### src/rtl/digit_scan_ctrl_if.sv
// Bus interface for digit_scan_ctrl.
//   master : the value/control source (drives en, load, value; observes display side)
//   slave  : the scan controller itself
// Signals:
//   en         scan enable
//   load       one-cycle strobe capturing value into the shadow register
//   value      four BCD digits, [15:12] most significant
//   sel_a      digit index bit 1 (decoder input a)
//   sel_b      digit index bit 0 (decoder input b)
//   seg        segments {g,f,e,d,c,b,a}, active-low
//   pending    shadow holds an uncommitted value
//   frame_done one-cycle pulse on each commit
interface digit_scan_ctrl_if;
  logic        en;
  logic        load;
  logic [15:0] value;
  logic        sel_a;
  logic        sel_b;
  logic [6:0]  seg;
  logic        pending;
  logic        frame_done;

  modport master (
    output en, load, value,
    input  sel_a, sel_b, seg, pending, frame_done
  );

  modport slave (
    input  en, load, value,
    output sel_a, sel_b, seg, pending, frame_done
  );
endinterface

### src/rtl/digit_scan_ctrl.sv
// Scan controller for a 4-digit multiplexed 7-segment display.
// Drives the 2-to-4 digit decoder select lines and the matching active-low
// segment pattern. A new 4-digit BCD value is held in a shadow register and
// committed to the display register only when the digit index wraps 3->0,
// so a digit never tears mid-frame.
//
// Ports:
//   clk  in  system clock, rising edge
//   rst  in  synchronous reset, active-high
//   bus  slave modport of digit_scan_ctrl_if (en, load, value in;
//        sel_a, sel_b, seg, pending, frame_done out)
// Parameters:
//   DIV_WIDTH  prescaler counter width
//   DIV_MAX    prescaler terminal count (one tick every DIV_MAX+1 enabled cycles)
// Configuration:
//   LEADING_ZERO_BLANK_EN  when defined, digits 3..1 are blanked while they
//                          and every more significant digit are zero.
module digit_scan_ctrl #(
  parameter int unsigned DIV_WIDTH = 16,
  parameter int unsigned DIV_MAX   = 49999
) (
  input logic               clk,
  input logic               rst,
  digit_scan_ctrl_if.slave  bus
);

  localparam logic [DIV_WIDTH-1:0] DIV_MAX_C = DIV_WIDTH'(DIV_MAX);
  localparam logic [6:0]           SEG_BLANK = 7'h7F;

  logic [DIV_WIDTH-1:0] div_cnt_q, div_cnt_d;
  logic [1:0]           idx_q, idx_d;
  logic [15:0]          shadow_q, shadow_d;
  logic [15:0]          disp_q, disp_d;
  logic                 pending_q, pending_d;
  logic                 frame_done_q, frame_done_d;

  logic                 tick;
  logic                 commit;
  logic [3:0]           nibble;
  logic [6:0]           seg_c;
  logic                 blank_lz;

  function automatic logic [6:0] bcd_to_seg(input logic [3:0] d);
    logic [6:0] s;
    case (d)
      4'd0:    s = 7'h40;
      4'd1:    s = 7'h79;
      4'd2:    s = 7'h24;
      4'd3:    s = 7'h30;
      4'd4:    s = 7'h19;
      4'd5:    s = 7'h12;
      4'd6:    s = 7'h02;
      4'd7:    s = 7'h78;
      4'd8:    s = 7'h00;
      4'd9:    s = 7'h10;
      default: s = SEG_BLANK;
    endcase
    return s;
  endfunction

  always_comb begin
    tick   = bus.en && (div_cnt_q == DIV_MAX_C);
    commit = tick && (idx_q == 2'd3);

    div_cnt_d = div_cnt_q;
    idx_d     = idx_q;
    if (bus.en) begin
      div_cnt_d = tick ? '0 : div_cnt_q + 1'b1;
      if (tick) idx_d = idx_q + 2'd1;
    end

    shadow_d = bus.load ? bus.value : shadow_q;

    // A load landing on the commit tick bypasses the shadow straight to disp,
    // so pending never stays set for a value that is already on display.
    disp_d    = disp_q;
    pending_d = pending_q;
    if (commit) begin
      disp_d    = bus.load ? bus.value : shadow_q;
      pending_d = 1'b0;
    end else if (bus.load) begin
      pending_d = 1'b1;
    end

    frame_done_d = commit;
  end

  always_ff @(posedge clk) begin
    if (rst) begin
      div_cnt_q    <= '0;
      idx_q        <= '0;
      shadow_q     <= '0;
      disp_q       <= '0;
      pending_q    <= 1'b0;
      frame_done_q <= 1'b0;
    end else begin
      div_cnt_q    <= div_cnt_d;
      idx_q        <= idx_d;
      shadow_q     <= shadow_d;
      disp_q       <= disp_d;
      pending_q    <= pending_d;
      frame_done_q <= frame_done_d;
    end
  end

  always_comb begin
    nibble = disp_q[{idx_q, 2'b00} +: 4];
`ifdef LEADING_ZERO_BLANK_EN
    // Digit k is a leading zero when nibbles k..3 are all zero; digit 0 always shows.
    case (idx_q)
      2'd3:    blank_lz = (disp_q[15:12] == 4'd0);
      2'd2:    blank_lz = (disp_q[15:8]  == 8'd0);
      2'd1:    blank_lz = (disp_q[15:4]  == 12'd0);
      default: blank_lz = 1'b0;
    endcase
`else
    blank_lz = 1'b0;
`endif
    seg_c = blank_lz ? SEG_BLANK : bcd_to_seg(nibble);
  end

  assign bus.sel_a      = idx_q[1];
  assign bus.sel_b      = idx_q[0];
  assign bus.seg        = seg_c;
  assign bus.pending    = pending_q;
  assign bus.frame_done = frame_done_q;

endmodule

### src/flat_wrapper.sv
// flat-port wrapper written by rule: the top's interface ports become plain ports
module digit_scan_ctrl_flat 
#(
  parameter int unsigned DIV_WIDTH = 16,
  parameter int unsigned DIV_MAX   = 49999
)
  (clk, rst, bus_en, bus_load, bus_value, bus_sel_a, bus_sel_b, bus_seg, bus_pending, bus_frame_done);
  digit_scan_ctrl_if bus_i ();
  input logic clk;
  input logic rst;
  input wire logic [$bits(bus_i.en)-1:0] bus_en;
  input wire logic [$bits(bus_i.load)-1:0] bus_load;
  input wire logic [$bits(bus_i.value)-1:0] bus_value;
  output wire logic [$bits(bus_i.sel_a)-1:0] bus_sel_a;
  output wire logic [$bits(bus_i.sel_b)-1:0] bus_sel_b;
  output wire logic [$bits(bus_i.seg)-1:0] bus_seg;
  output wire logic [$bits(bus_i.pending)-1:0] bus_pending;
  output wire logic [$bits(bus_i.frame_done)-1:0] bus_frame_done;
  assign bus_i.en = bus_en;
  assign bus_i.load = bus_load;
  assign bus_i.value = bus_value;
  assign bus_sel_a = bus_i.sel_a;
  assign bus_sel_b = bus_i.sel_b;
  assign bus_seg = bus_i.seg;
  assign bus_pending = bus_i.pending;
  assign bus_frame_done = bus_i.frame_done;
  digit_scan_ctrl #(.DIV_WIDTH(DIV_WIDTH), .DIV_MAX(DIV_MAX)) u_core (.clk(clk), .rst(rst), .bus(bus_i));
endmodule
### config.mk
export PLATFORM = sky130hd
export DESIGN_NAME = digit_scan_ctrl_flat
export DESIGN_NICKNAME = d
export VERILOG_FILES = /design/src/rtl/digit_scan_ctrl_if.sv /design/src/rtl/digit_scan_ctrl.sv /design/src/flat_wrapper.sv
export SDC_FILE = /design/constraint.sdc
export NUM_CORES = 1
export LEC_CHECK = 0
export BUFFER_PORTS_ARGS = -buffer_cell sky130_fd_sc_hd__buf_2
export CORE_MARGIN = 1
export CORE_UTILIZATION = 50
export CTS_CLUSTER_SIZE = 10
export DETAILED_ROUTE_END_ITERATION = 6
export PLACE_DENSITY = 0.7
export SLEW_MARGIN = 20
export SYNTH_ARGS = -nofsm -noshare
export SYNTH_HDL_FRONTEND = slang
export SYNTH_SLANG_ARGS = --single-unit
export TNS_END_PERCENT = 20
### constraint.sdc
create_clock -name clk -period 2.3 [get_ports clk]
set_input_delay 0.23 -clock clk [delete_from_list [all_inputs] [get_ports clk]]
set_output_delay 0.23 -clock clk [all_outputs]
set_load 0.02 [all_outputs]
==> run metrics <==
Placement Cell Area 2700 µm²; CTS tree yes; max_slew headroom 0.586; GPL Wtd Cong 0.797; n_diodes 0; register area share after synthesis 0.407; crit-path max FO 4; Hold Path Depth 3; first-pass GRT wire length 8040 µm; R2R cell count 6; CP max stage cell mux4_2; hold buffer count at cts 0; row count 25; outcome finished, final reports clean; max cap viols 0; Bufs and invs on worst path 1; Post-Syn Nets 290; # nets final 322; Hold Path Class in2reg; Post-Place Setup Slack 0.180 ns; Setup WS post-layout 0.0398 ns; clock sinks 52; placed cells 349; critical path endpoint category output pin; final wirelength 4780 µm; initial core utilization 0.531; Worst VDD drop 0.421 mV; Clock Tree Root clkbuf_8; Synth area leaders dfxtp_1 (41%), mux2i_1 (6.7%), nor2_1 (6.3%), nand3_1 (4.1%), mux4_2 (3.5%); post-synthesis mux area share 0.102; share of layout cells above drive strength 1 0.301; Leak 1.13 nW; crit-path max cell delay 0.53 ns; kind of critical path reg2out; Reg clk slew, reported paths 0.10 ns; Cell Int Power 0.00117 W; Synth Instances 263; Reg power frac 0.601; syn avg cell area 9.72 µm²; Startpoint Class register; Sw Pwr 0.000368 W; vias in the first global route 1734; Via density 5.23; Die X 73.5 µm; xor and xnor area share after synthesis 0.0514; Synth cell types 42; complex-gate fraction of the synthesized area 0.0671; CP required 2.07 ns; Starting DRT DRC Count 84; Tmin final 2.26 ns; Synth Flop Type dfxtp_1; Core Box Area 4820 µm²; yosys warns 0; Comb pwr share 0.053; synth cell count leaders dfxtp_1 (52), nor2_1 (43), nand3_1 (21), mux2i_1 (17), nand2b_1 (14); per-cell routed wire length 13.2 µm; H-tree levels 2; Area Overhead vs Synth 12.9%; crit share post-route 0.983; Die ar. 5400 µm²; critical path arrival 2.03 ns; flops & latches, synth 52; post-route cell area 2890 µm²; adder-cell share of the synthesized area 0.0343; Die Y 73.5 µm; pin count of the biggest net entering global routing 40; worst-skew pair later-pin latency 0.31 ns; fmax 442 MHz; Clock power frac 0.346; DR pass1 iterations 4; CTS Buffer Depth 2; power per cell area 534 nW/µm²; Detail Placement HPWL 3250 µm; top cell type by total area after synthesis dfxtp_1; CP top delay family multiplexers; RSZ-0062 raised after global routing yes; Cell Area, Synth 2560 µm²; top cell type's share of synthesized area 0.407; EDFF count, synth 0; hold slack 0.212 ns; Final ANT Viol Nets 0; Worst-Margin Slew 0.621 ns; CP cell instances mux4_2 -> ha_2 -> or2_4 -> a21oi_4 -> nor2_1 -> buf_4; Synth Area in Simple Gates 0.277; initial antenna violation count 0; I/O pins 31; CTS Buf Count 5; I/O Buffers 30; Fin. Hold Viols 0; switching part of the total 0.239; DRC Markers 0; Max Transition Viols Final 0; GRT Total Usage 0.194; most frequent cell after synthesis dfxtp_1; Final Non-Filler Cells 363; WP depth 6; largest family of logic cells by synthesized area simple AND/OR/NAND/NOR gates; GRT overflow 0; Final Skew 0.0106 ns; via count 1898; endpoints failing setup 0; Async SR Flop Fraction 0
## flip-flops by register name (all words and copies together), names as in the netlist
| register | count |
|---|---|
| u_core.div_cnt_q | 16 |
| u_core.idx_q | 2 |
| u_core.bus.frame_done | 1 |
| u_core.disp_q | 16 |
| u_core.bus.pending | 1 |
| u_core.shadow_q | 16 |
## through the flow
| stage | utilization | total power [W] | setup TNS, ns |
|---|---|---|---|
| floorplan | - | 0.00101 | 0 |
| detailed placement | 0.560 | 0.00103 | 0 |
| finish | 0.599 | 0.00154 | 0 |
| global placement | 0.560 | 0.00103 | 0 |
| global route | 0.599 | 0.00160 | -0.126 |
| CTS | 0.582 | 0.00155 | 0 |
## layout make-up
class,count,area [µm²]
timing repair buffer,43,264
clock inverter,3,23.8
inverter,3,11.3
sequential,52,1050
multi-input combinational,190,1390
clock buffer,5,68.8
fill,440,1930
tap,67,83.8
## worst register-to-register path, stage by stage (launching register included)
cell and delay (ns):
dfxtp_1 0.39, or4b_4 0.58, nor4_4 0.37, buf_4 0.22, or2_0 0.11, buf_4 0.20
nor2_1 0.07
## path summary, 6_finish.rpt
check	from	end	slack (ns)
setup reg to reg	u_core.div_cnt_q[11]$_SDFFE_PP0P_	u_core.div_cnt_q[13]$_SDFFE_PP0P_	0.28
hold reg to reg	u_core.disp_q[2]$_SDFFE_PP0P_	u_core.disp_q[2]$_SDFFE_PP0P_	0.50
hold / removal	bus_value[0]	u_core.shadow_q[0]$_SDFF_PP0_	0.21
setup / recovery	u_core.idx_q[0]$_SDFFE_PP0P_	bus_seg[0]	0.04
## layer usage
layer	part of all wire	GRT usage	up-vias
met4	0.012	0.0556	0
met2	0.47	0.301	33
met5	0	0	-
li1	-	-	973
met3	0.034	0.0453	8
met1	0.48	0.270	884
## kinds of logic after synthesis
logic type / Yosys count
compound gates: 26
simple gates: 121
mux: 21
flops: 52
fa+ha+maj: 7
xor+xnor: 15
buf+inv: 21
## power groups by stage
stage	combinational (W)	sequential [W]	clock, W
4_1_cts	0.0000828	0.000926	0.000541
5_1_grt	0.0000924	0.000928	0.000578
3_5_place_dp	0.0000824	0.000948	0
2_1_floorplan	0.0000573	0.000948	0
3_3_place_gp	0.0000811	0.000947	0
6_report	0.0000816	0.000926	0.000533
## cells in the final DEF (no fill, tap or decap), drive strengths merged, types with 3 or more instances in the layout
cell,n
a21oi,8
buf,43
clkbuf,5
dfxtp,52
ha,7
inv,3
mux2i,17
mux4,4
nand2b,14
nand3,21
nand4,9
nor2,43
nor4,5
o21ai,16
or2b,8
xnor2,8
xor2,7
## what timing repair did
action / in CTS / in global routing
setup buffers: 1 / 5
pin swaps: 1 / 5
gates resized for setup: 3 / 16
setup endpoints to repair: 5 / 6
No activity file was read; power rests on OpenSTA's default activity.
